==> config.mk <==
export PLATFORM = sky130hd
export DESIGN_NAME = mem_access_ctrl_flat
export DESIGN_NICKNAME = d
export VERILOG_FILES = /design/src/rtl/mem_ctrl_pkg.sv /design/src/rtl/mem_access_ctrl_if.sv /design/src/rtl/mem_access_ctrl_load_align.sv /design/src/rtl/mem_access_ctrl.sv /design/src/flat_wrapper.sv
export SDC_FILE = /design/constraint.sdc
export NUM_CORES = 1
export LEC_CHECK = 0
export BUFFER_PORTS_ARGS = -buffer_cell sky130_fd_sc_hd__buf_2
export CORE_MARGIN = 4
export CORE_UTILIZATION = 40
export CTS_CLUSTER_SIZE = 20
export DETAILED_ROUTE_END_ITERATION = 8
export PLACE_DENSITY_LB_ADDON = 0.1
export SLEW_MARGIN = 25
export SYNTH_ARGS = -nofsm -noshare
export SYNTH_HDL_FRONTEND = slang
export SYNTH_SLANG_ARGS = --single-unit
==> constraint.sdc <==
create_clock -name clk -period 2.8 [get_ports clk]
set_input_delay 0.14 -clock clk [delete_from_list [all_inputs] [get_ports clk]]
set_output_delay 0.14 -clock clk [all_outputs]
set_load 0.03 [all_outputs]
==> src/rtl/mem_ctrl_pkg.sv <==
// Shared definitions for the M-stage data-memory access controller:
// load/store opcode encodings, bus transfer-size codes and FSM states.
package mem_ctrl_pkg;

    typedef enum logic [2:0] {
        OP_LB  = 3'b000,
        OP_LBU = 3'b001,
        OP_LH  = 3'b010,
        OP_LHU = 3'b011,
        OP_LW  = 3'b100,
        OP_SB  = 3'b101,
        OP_SH  = 3'b110,
        OP_SW  = 3'b111
    } mem_op_e;

    typedef enum logic [1:0] {
        SIZE_BYTE = 2'd0,
        SIZE_HALF = 2'd1,
        SIZE_WORD = 2'd2
    } data_size_e;

    typedef enum logic [2:0] {
        ST_IDLE   = 3'd0,
        ST_REQ    = 3'd1,
        ST_WAIT   = 3'd2,
        ST_DONE   = 3'd3,
        ST_CANCEL = 3'd4
    } state_e;

    function automatic data_size_e op_size(input mem_op_e op);
        case (op)
            OP_LB, OP_LBU, OP_SB: return SIZE_BYTE;
            OP_LH, OP_LHU, OP_SH: return SIZE_HALF;
            default:              return SIZE_WORD;
        endcase
    endfunction

    function automatic logic op_is_store(input mem_op_e op);
        return (op == OP_SB) || (op == OP_SH) || (op == OP_SW);
    endfunction

endpackage

==> src/rtl/mem_access_ctrl_if.sv <==
// Data-memory bus between the access controller (master) and memory (slave).
interface mem_access_ctrl_if;
    logic        data_req;
    logic        data_wr;
    logic [1:0]  data_size;
    logic [3:0]  data_wstrb;
    logic [31:0] data_addr;
    logic [31:0] data_wdata;
    logic        data_addr_ok;
    logic        data_data_ok;
    logic [31:0] data_rdata;

    modport master (
        output data_req, data_wr, data_size, data_wstrb, data_addr, data_wdata,
        input  data_addr_ok, data_data_ok, data_rdata
    );

    modport slave (
        input  data_req, data_wr, data_size, data_wstrb, data_addr, data_wdata,
        output data_addr_ok, data_data_ok, data_rdata
    );
endinterface

==> src/rtl/mem_access_ctrl_load_align.sv <==
// Load data alignment: picks the addressed byte/half out of the read word
// and sign- or zero-extends it according to the load opcode.
module load_align
    import mem_ctrl_pkg::*;
(
    input  mem_op_e     op_i,
    input  logic [1:0]  offset_i,
    input  logic [31:0] rdata_i,
    output logic [31:0] data_o
);
    logic [7:0]  byte_sel;
    logic [15:0] half_sel;

    assign byte_sel = rdata_i[{offset_i, 3'b000} +: 8];
    assign half_sel = offset_i[1] ? rdata_i[31:16] : rdata_i[15:0];

    // Extend the selected lane to 32 bits; words pass through untouched.
    always_comb begin
        data_o = rdata_i;
        case (op_i)
            OP_LB:   data_o = {{24{byte_sel[7]}}, byte_sel};
            OP_LBU:  data_o = {24'h000000, byte_sel};
            OP_LH:   data_o = {{16{half_sel[15]}}, half_sel};
            OP_LHU:  data_o = {16'h0000, half_sel};
            default: data_o = rdata_i;
        endcase
    end
endmodule

==> src/rtl/mem_access_ctrl.sv <==
// M-stage load/store controller: issues one bus transaction per memory
// instruction, stalls the pipeline until it completes, and discards the
// response of a transaction killed by an exception/ERET flush.
// Optional feature macro MEM_ALIGN_CHECK_EN: when defined, misaligned
// half/word accesses raise adel/ades instead of issuing; when undefined the
// address low bits are forced to the access-size alignment.
module mem_access_ctrl
    import mem_ctrl_pkg::*;
(
    input  logic              clk,
    input  logic              rst,
    input  logic              mem_valid,
    input  logic [2:0]        mem_op,
    input  logic [31:0]       mem_addr,
    input  logic [31:0]       mem_wdata,
    input  logic              flush,
    mem_access_ctrl_if.master bus,
    output logic              mem_stall,
    output logic              load_valid,
    output logic [31:0]       load_data,
    output logic              adel,
    output logic              ades
);
    state_e      state_q, state_d;
    mem_op_e     op_q;
    data_size_e  size_q;
    logic [31:0] addr_q, wdata_q, load_data_q;
    logic [3:0]  wstrb_q;

    mem_op_e     op_in;
    data_size_e  size_in;
    logic [31:0] addr_in, wdata_in, aligned_rdata;
    logic [3:0]  wstrb_in;
    logic        mis_load, mis_store, launch, capture;

    assign op_in   = mem_op_e'(mem_op);
    assign size_in = op_size(op_in);

    // Misalignment detection for the instruction waiting in IDLE.
    always_comb begin
        mis_load  = 1'b0;
        mis_store = 1'b0;
`ifdef MEM_ALIGN_CHECK_EN
        if (mem_valid && state_q == ST_IDLE) begin
            case (op_in)
                OP_LH, OP_LHU: mis_load  = mem_addr[0];
                OP_LW:         mis_load  = |mem_addr[1:0];
                OP_SH:         mis_store = mem_addr[0];
                OP_SW:         mis_store = |mem_addr[1:0];
                default: ;
            endcase
        end
`endif
    end

    // Bus fields for a new request: size-aligned address, byte strobes and
    // store data replicated across every lane it may land in.
    always_comb begin
        addr_in  = mem_addr;
        wstrb_in = 4'b0000;
        wdata_in = mem_wdata;
        case (size_in)
            SIZE_HALF: addr_in = {mem_addr[31:1], 1'b0};
            SIZE_WORD: addr_in = {mem_addr[31:2], 2'b00};
            default: ;
        endcase
        case (op_in)
            OP_SB: begin
                wstrb_in = 4'b0001 << addr_in[1:0];
                wdata_in = {4{mem_wdata[7:0]}};
            end
            OP_SH: begin
                wstrb_in = addr_in[1] ? 4'b1100 : 4'b0011;
                wdata_in = {2{mem_wdata[15:0]}};
            end
            OP_SW:   wstrb_in = 4'b1111;
            default: ;
        endcase
    end

    // Next-state logic; a flush either drops an unaccepted request or
    // diverts an accepted one to CANCEL so its data_ok is swallowed.
    always_comb begin
        state_d = state_q;
        launch  = 1'b0;
        capture = 1'b0;
        case (state_q)
            ST_IDLE: begin
                if (mem_valid && !flush && !mis_load && !mis_store) begin
                    launch  = 1'b1;
                    state_d = ST_REQ;
                end
            end
            ST_REQ: begin
                if (bus.data_addr_ok) state_d = flush ? ST_CANCEL : ST_WAIT;
                else if (flush)       state_d = ST_IDLE;
            end
            ST_WAIT: begin
                if (bus.data_data_ok) begin
                    if (flush) begin
                        state_d = ST_IDLE;
                    end else begin
                        state_d = ST_DONE;
                        capture = !op_is_store(op_q);
                    end
                end else if (flush) begin
                    state_d = ST_CANCEL;
                end
            end
            ST_DONE:   state_d = ST_IDLE;
            ST_CANCEL: if (bus.data_data_ok) state_d = ST_IDLE;
            default:   state_d = ST_IDLE;
        endcase
    end

    // State, request fields (frozen from launch until the next launch) and
    // the aligned load result.
    always_ff @(posedge clk) begin
        if (rst) begin
            state_q     <= ST_IDLE;
            op_q        <= OP_LB;
            size_q      <= SIZE_BYTE;
            addr_q      <= '0;
            wdata_q     <= '0;
            wstrb_q     <= '0;
            load_data_q <= '0;
        end else begin
            state_q <= state_d;
            if (launch) begin
                op_q    <= op_in;
                size_q  <= size_in;
                addr_q  <= addr_in;
                wdata_q <= wdata_in;
                wstrb_q <= wstrb_in;
            end
            if (capture) load_data_q <= aligned_rdata;
        end
    end

    load_align u_load_align (
        .op_i     (op_q),
        .offset_i (addr_q[1:0]),
        .rdata_i  (bus.data_rdata),
        .data_o   (aligned_rdata)
    );

    assign bus.data_req   = (state_q == ST_REQ);
    assign bus.data_wr    = (state_q == ST_REQ) && op_is_store(op_q);
    assign bus.data_size  = size_q;
    assign bus.data_addr  = addr_q;
    assign bus.data_wdata = wdata_q;
    assign bus.data_wstrb = wstrb_q;

    assign load_valid = (state_q == ST_DONE);
    assign load_data  = load_data_q;
    assign adel       = mis_load && !rst;
    assign ades       = mis_store && !rst;
    assign mem_stall  = !rst && ((state_q == ST_CANCEL) ||
                        (mem_valid && state_q != ST_DONE && !mis_load && !mis_store && !flush));
endmodule

==> src/flat_wrapper.sv <==
// flat-port wrapper written by rule: the top's interface ports become plain ports
module mem_access_ctrl_flat import mem_ctrl_pkg::*;
  (clk, rst, mem_valid, mem_op, mem_addr, mem_wdata, flush, mem_stall, load_valid, load_data, adel, ades, bus_data_req, bus_data_wr, bus_data_size, bus_data_wstrb, bus_data_addr, bus_data_wdata, bus_data_addr_ok, bus_data_data_ok, bus_data_rdata);
  mem_access_ctrl_if bus_i ();
  input  logic clk;
  input  logic rst;
  input  logic mem_valid;
  input  logic [2:0] mem_op;
  input  logic [31:0] mem_addr;
  input  logic [31:0] mem_wdata;
  input  logic flush;
  output logic mem_stall;
  output logic load_valid;
  output logic [31:0] load_data;
  output logic adel;
  output logic ades;
  output wire logic [$bits(bus_i.data_req)-1:0] bus_data_req;
  output wire logic [$bits(bus_i.data_wr)-1:0] bus_data_wr;
  output wire logic [$bits(bus_i.data_size)-1:0] bus_data_size;
  output wire logic [$bits(bus_i.data_wstrb)-1:0] bus_data_wstrb;
  output wire logic [$bits(bus_i.data_addr)-1:0] bus_data_addr;
  output wire logic [$bits(bus_i.data_wdata)-1:0] bus_data_wdata;
  input wire logic [$bits(bus_i.data_addr_ok)-1:0] bus_data_addr_ok;
  input wire logic [$bits(bus_i.data_data_ok)-1:0] bus_data_data_ok;
  input wire logic [$bits(bus_i.data_rdata)-1:0] bus_data_rdata;
  assign bus_data_req = bus_i.data_req;
  assign bus_data_wr = bus_i.data_wr;
  assign bus_data_size = bus_i.data_size;
  assign bus_data_wstrb = bus_i.data_wstrb;
  assign bus_data_addr = bus_i.data_addr;
  assign bus_data_wdata = bus_i.data_wdata;
  assign bus_i.data_addr_ok = bus_data_addr_ok;
  assign bus_i.data_data_ok = bus_data_data_ok;
  assign bus_i.data_rdata = bus_data_rdata;
  mem_access_ctrl u_core (.clk(clk), .rst(rst), .mem_valid(mem_valid), .mem_op(mem_op), .mem_addr(mem_addr), .mem_wdata(mem_wdata), .flush(flush), .bus(bus_i), .mem_stall(mem_stall), .load_valid(load_valid), .load_data(load_data), .adel(adel), .ades(ades));
endmodule
# Word-level counts from Yosys, hierarchy flattened

Cells that the tools add are included.

Register bits after elaboration: 108
Bits of input ports: 105
Output and inout bits: 108
Word-level logic and storage cells: 70

Shift operators: 2
Equal/unequal tests: 23
Mux-type cells: 21
Reductions and logical operators: 17

Operators with widths:

| cell                                                  | number |
|---|---|
| case mux 32 bit (4 select lines)                      | 1 |
| case mux 32 bit (2 select lines)                      | 1 |
| indexed part select 32 x 6 -> 8 bit                   | 1 |
| == test 3 bit, second input constant                  | 7 |
| 2-to-1 mux 3 bit                                      | 7 |
| == test 3 x 2 -> 1 bit, second input constant         | 6 |
| 2-to-1 mux 16 bit                                     | 1 |
| case mux 3 bit (4 select lines)                       | 1 |
| case mux 4 bit (3 select lines)                       | 1 |
| == test 3 x 1 -> 1 bit, second input constant         | 3 |
| zero test 3 bit                                       | 3 |
| case mux 2 bit (2 select lines)                       | 2 |
| inequality test 3 x 2 -> 1 bit, second input constant | 2 |
| OR reduction 3 bit                                    | 2 |
| logical AND 1 bit                                     | 5 |
| 2-to-1 mux 1 bit                                      | 5 |
| 2-to-1 mux 4 bit                                      | 1 |
| AND reduction 4 bit                                   | 1 |
| << shifter 1 x 2 -> 4 bit, first input constant       | 1 |
| zero test 1 bit                                       | 3 |
| logical OR 1 bit                                      | 3 |
| inequality test 3 bit, second input constant          | 1 |
| == test 2 x 1 -> 1 bit, second input constant         | 1 |
| == test 2 bit, second input constant                  | 1 |
| other kinds (3)                                       | 3 |

# Depth between registers and ports, before layout

Depth in word-level cells: 7
Depth in mapped cells: 7
Gate-level depth less buffers: 4

# By module

A second synthesis with hierarchy kept.

Cell total of the unflattened synthesis: 650
Area total of the unflattened synthesis: 5129.9 um^2

By module, submodules not included:

| module          | instances | cells an instance | area each (um^2) |
|---|---|---|---|
| mem_access_ctrl | 1         | 554               | 4401.7 |
| load_align      | 1         | 96                | 728.2 |

# Least setup slack after synthesis

OpenSTA, ideal clock, no wires.

Path kind: register -> register
Start point: register u_core.addr_q[1] (netlist: u_core.bus.data_addr[1])
End point: register u_core.load_data_q[20] (netlist: u_core.load_data[20])
Arrival: 1753 ps
Buffers on the path: 1
Data required time: 2664 ps
Setup slack: 911 ps
Cell stages (with the launch flop): 6
Path through: dfxtp_1 -> mux2_4 -> or4_4 -> a21oi_4 -> buf_6 -> a211oi_1

Longest elaborated chain between the ends: 2
Elaborated cells between the ends (all ways): 3

RTL lines:

| what                                                                     | line                                                               | text |
|---|---|---|
| start: declaration                                                       | mem_access_ctrl.sv:27                                              | `logic [31:0] addr_q, wdata_q, load_data_q;` |
| start signal: assignment                                                 | mem_access_ctrl.sv:132                                             | `addr_q <= addr_in;` |
| indexed part select 32 x 6 -> 8 bit or 2-to-1 mux 16 bit (tied branches) | mem_access_ctrl_load_align.sv:14, mem_access_ctrl_load_align.sv:15 |  |
| case mux 32 bit (4 select lines) (*)                                     | mem_access_ctrl_load_align.sv:20                                   | `case (op_i)` |
| end signal: assignment                                                   | mem_access_ctrl.sv:136                                             | `if (capture) load_data_q <= aligned_rdata;` |
| end: declaration                                                         | mem_access_ctrl.sv:27                                              |  |

Every way passes the cells marked *; elsewhere a longest branch is shown, timed or not.
A chain may end at the register's enable or synchronous reset.

# Worst setup path after layout

Start point: register u_core.op_q[2]
End point: output port bus_data_wr

Longest elaborated chain between the ends: 4
Elaborated cells between the ends (all ways): 6

RTL lines:

| what                     | line                   | text |
|---|---|---|
| start: declaration       | mem_access_ctrl.sv:25  | `mem_op_e op_q;` |
| start signal: assignment | mem_access_ctrl.sv:130 | `op_q <= op_in;` |
| == test 3 bit            | mem_ctrl_pkg.sv:39     | `return (op == OP_SB) \|\| (op == OP_SH) \|\| (op == OP_SW);` |
| logical OR 1 bit         | mem_ctrl_pkg.sv:39     |  |
| logical OR 1 bit (*)     | mem_ctrl_pkg.sv:39     |  |
| logical AND 1 bit (*)    | mem_access_ctrl.sv:148 | `assign bus.data_wr = (state_q == ST_REQ) && op_is_store(op_q);` |
| end: declaration         | flat_wrapper.sv:18     | `output wire logic [$bits(bus_i.data_wr)-1:0] bus_data_wr;` |

Marks and branches as above.

==> summary by stage <==
Outcome
The flow ran to the end, and the final reports show no timing, DRC or antenna violations.

Route
After detailed routing, the number of remaining DRC violations is 0. The via count normalized by instance count is 5.29. In the final routed layout, each cell accounts on average for 16.5 um. The violation count after the first detailed-routing iteration is 265. The detailed router placed 4808 vias in this run. The count of TritonRoute iterations in the first routing pass is 5. Once detail routing completed, the nets flagged for antenna violations numbered 0.

The wire length reported by the detailed router is 15000 um.

Yosys
The share of the yosys chip area belonging to registers is 0.447. The Yosys step of the flow raised 0 warnings. The cell accounting for the most synthesized area is dfxtp_1. The post-synthesis average cell area is 8.24 um2.

Yosys attributes the largest share of cell area to dfxtp_1 45%, nand2_1 9.5%, a211oi_1 7.3%, a21oi_1 7.0%, nor2_1 4.2%. The most common cell in the netlist is nand2_1. Yosys mapped a number of flops with a built-in enable equal to 0.

After synthesis, the share of flip-flops with an asynchronous set or reset is 0. The number of flip-flops and latches in the synthesized netlist is 108. Among all flip-flop cells after synthesis, the most frequent one is dfxtp_1. The commonest cells after synthesis are 122 x nand2_1, 108 x dfxtp_1, 68 x a21oi_1. Synthesis handed over a netlist of 587 instances.

The share of synthesized area in the top cell type comes to 0.447. The number of library cell types mapped by synthesis is 49. After synthesis the cells add up to 4840 um2.

Global route
The number of antenna violations at the first check in global routing came to 0. Entering global routing, the biggest net connects 57 pins. The remaining global-route overflow is 0. The overall global routing resource usage is 0.210. The global-route wire length before repair is 24000 um. The via count of the first global-routing pass came to 4606.

Clock tree
TritonCTS created 9 clock buffers. The register clock-pin slew on the reported worst setup and hold paths is 0.07 ns. The H-tree was split into 3 levels. The count of instances resized after the clock tree is built is 0. Clock tree synthesis found a total of 108 sinks.

The later pin in the worst-skew pair is clocked with a latency of 0.35 ns. TritonCTS built the clock tree. After clock tree synthesis, the setup repair step added 0 buffers.

The quantity of hold-fixing buffers added after cts is 0. The tree is rooted in a clkbuf_16. In this run the deepest clock path goes through 2 buffers.

Timing
The count of final max-slew check failures is 0. The worst-case headroom to the max-slew limit is 0.511. On the final layout, the worst clock skew is 0.00615 ns. The worst path setup slack after routing is 0.564 ns. The setup-violating endpoint count in the final report is 0.

The worst path needs 2.24 ns of the cycle, external delays included. Static timing analysis puts the maximum clock frequency at 0.447 GHz. The number of failing hold endpoints at the final stage came to 0. Setup repair after global routing left no endpoint under its margin.

Of the available clock period, the critical path in the final layout requires 0.799. The actual transition at the worst max-transition pin is 0.733 ns. The aggregate negative setup slack is 0 ns.

Job
The count of max-cap constraint violations is 0.

Setup path
The data required time of the critical path is 2.66 ns. The highest cell delay on the worst timing path is 0.80 ns. On the critical path, the stage with the largest delay is an instance of dfxtp_1. The most critical setup path has its startpoint at u_core.op_q[2]. The cell type group with the largest total delay on the critical path is flip-flops. The startpoint class of the critical path is a flop.

The worst reg2reg path startpoint is u_core.op_q[2]. The worst register-to-register path has a depth of 4. The buffer and inverter count on the worst path is 1. The worst setup path is captured at a primary output. The critical path goes through o21ai_1 -> nor4b_1 -> buf_2.

By startpoint and endpoint, the worst setup path is classified as flop to primary output. The maximum fanout along the worst path is 22. The critical path crosses 3 cells after its start point. The data arrival at the endpoint of the critical path is 2.10 ns.

Min path
The worst hold path passes through 3 cells. The startpoint of the worst hold path is mem_addr[23]. In this run the worst hold path is classified as input port to flop.

Power
The leakage power is 2.68 nW. The worst ir drop on vdd is 299 uV. In this run the power density over the cells is 577 nW/um2. The overall power after layout is 0.00358 W.

Floorplan
The vertical die dimension is 118 um. The die covers 13900 um2. The chip width is 118 um.

213 I/O pins were placed. The number of standard-cell rows in the floorplan is 39. The placeable core area is 11600 um2.

The starting utilization of the core area is 0.417.

Placement
The congestion estimate from routability-driven global placement came to 0.889. Buffers placed on the I/O ports in this run total 210. The worst slack after detailed placement is 0.729 ns. The HPWL reported at the end of detailed placement is 10900 um. The number of placed instances, taps included, is 893.

Finish
The number of antenna cells inserted is 0. The final cell count without fillers is 909. The number of nets in the layout is 866.

The post-synthesis to final-layout area growth is 28.2%. The fraction of the core area covered by cells at the end of the flow is 0.534. In the final layout, the share of cells above drive strength 1 is 0.320.
==> worst reg2reg max path: cells and delay by family, from the launching register on <==
family / cells / cell delay [ns]
DFF: 1 / 0.55
and+or+nand+nor: 1 / 0.36
AOI/OAI and AO/OA: 3 / 1.04
==> state kept, by name, summed over array words and instances, names as in the netlist <==
register	cells
u_core.bus.data_addr	32
u_core.bus.data_wstrb	4
u_core.bus.data_wdata	32
u_core.op_q	3
u_core.load_data	32
u_core.state_q	3
u_core.bus.data_size	2
==> power by group <==
group	total (W)	internal [W]	switching (W)
registers	0.00164	0.00160	0.0000393
logic	0.000571	0.000201	0.000369
clock network	0.00137	0.000808	0.000565
total	0.00358	0.00261	0.000973
==> worst paths after layout <==
kind | slack, ns | endpoint
worst max-delay path | 0.56 | bus_data_wr
worst min-delay path | 0.02 | u_core.bus.data_addr[23]
worst max register to register | 0.70 | u_core.load_data[12]
worst min register to register | 0.45 | u_core.bus.data_wdata[3]
==> placed cells by master (no fill, tap or decap), types with 4 or more instances in the layout <==
cell	synthesis	layout
buf_2	21	209
clkbuf_16	0	9
nand2b_1	5	5
a211oi_1	47	47
nand2_1	122	122
nor2b_1	9	9
a21oi_1	68	68
a22oi_1	7	7
a22o_1	8	8
buf_4	8	9
nor2_1	54	54
mux2i_1	19	19
o21ai_0	10	10
dfxtp_1	108	108
a311o_1	7	7
o211ai_1	4	4
o22ai_1	8	8
nand3b_1	11	11
o2bb2ai_1	8	8
==> cells by family after synthesis <==
kind of cell           Yosys count  share of synthesized area
muxes                           20                     0.0424
DFF                            108                      0.447
and+or+nand+nor                218                      0.198
AOI/OAI and AO/OA              181                      0.253
other                            1                   0.000775
buffers and inverters           59                     0.0590
==> cell type report <==
type | instances | area, um2
fill | 1178 | 5410
multi-input combinational | 421 | 2400
sequential | 108 | 2160
timing repair buffer | 219 | 1130
clock buffer | 12 | 246
tap | 143 | 179
clock inverter | 4 | 72.6
inverter | 2 | 7.51
==> routing by layer <==
metal | vias up | GRT usage | part of all wire
met3 | 16 | 0.0596 | 0.067
met2 | 156 | 0.319 | 0.45
met1 | 2225 | 0.286 | 0.47
li1 | 2411 | - | -
met4 | 0 | 0.0689 | 0.014
met5 | - | 0 | 0
==> stage by stage <==
step | hold slack [ns] | instance area, um2
3_5_place_dp | 0.386 | 5880
4_1_cts | 0.0115 | 6200
2_1_floorplan | 0.219 | 4840
6_report | 0.0238 | 6200
5_1_grt | 0.0217 | 6200
3_3_place_gp | 0.377 | 5880
(Power assumes the default switching activity.)
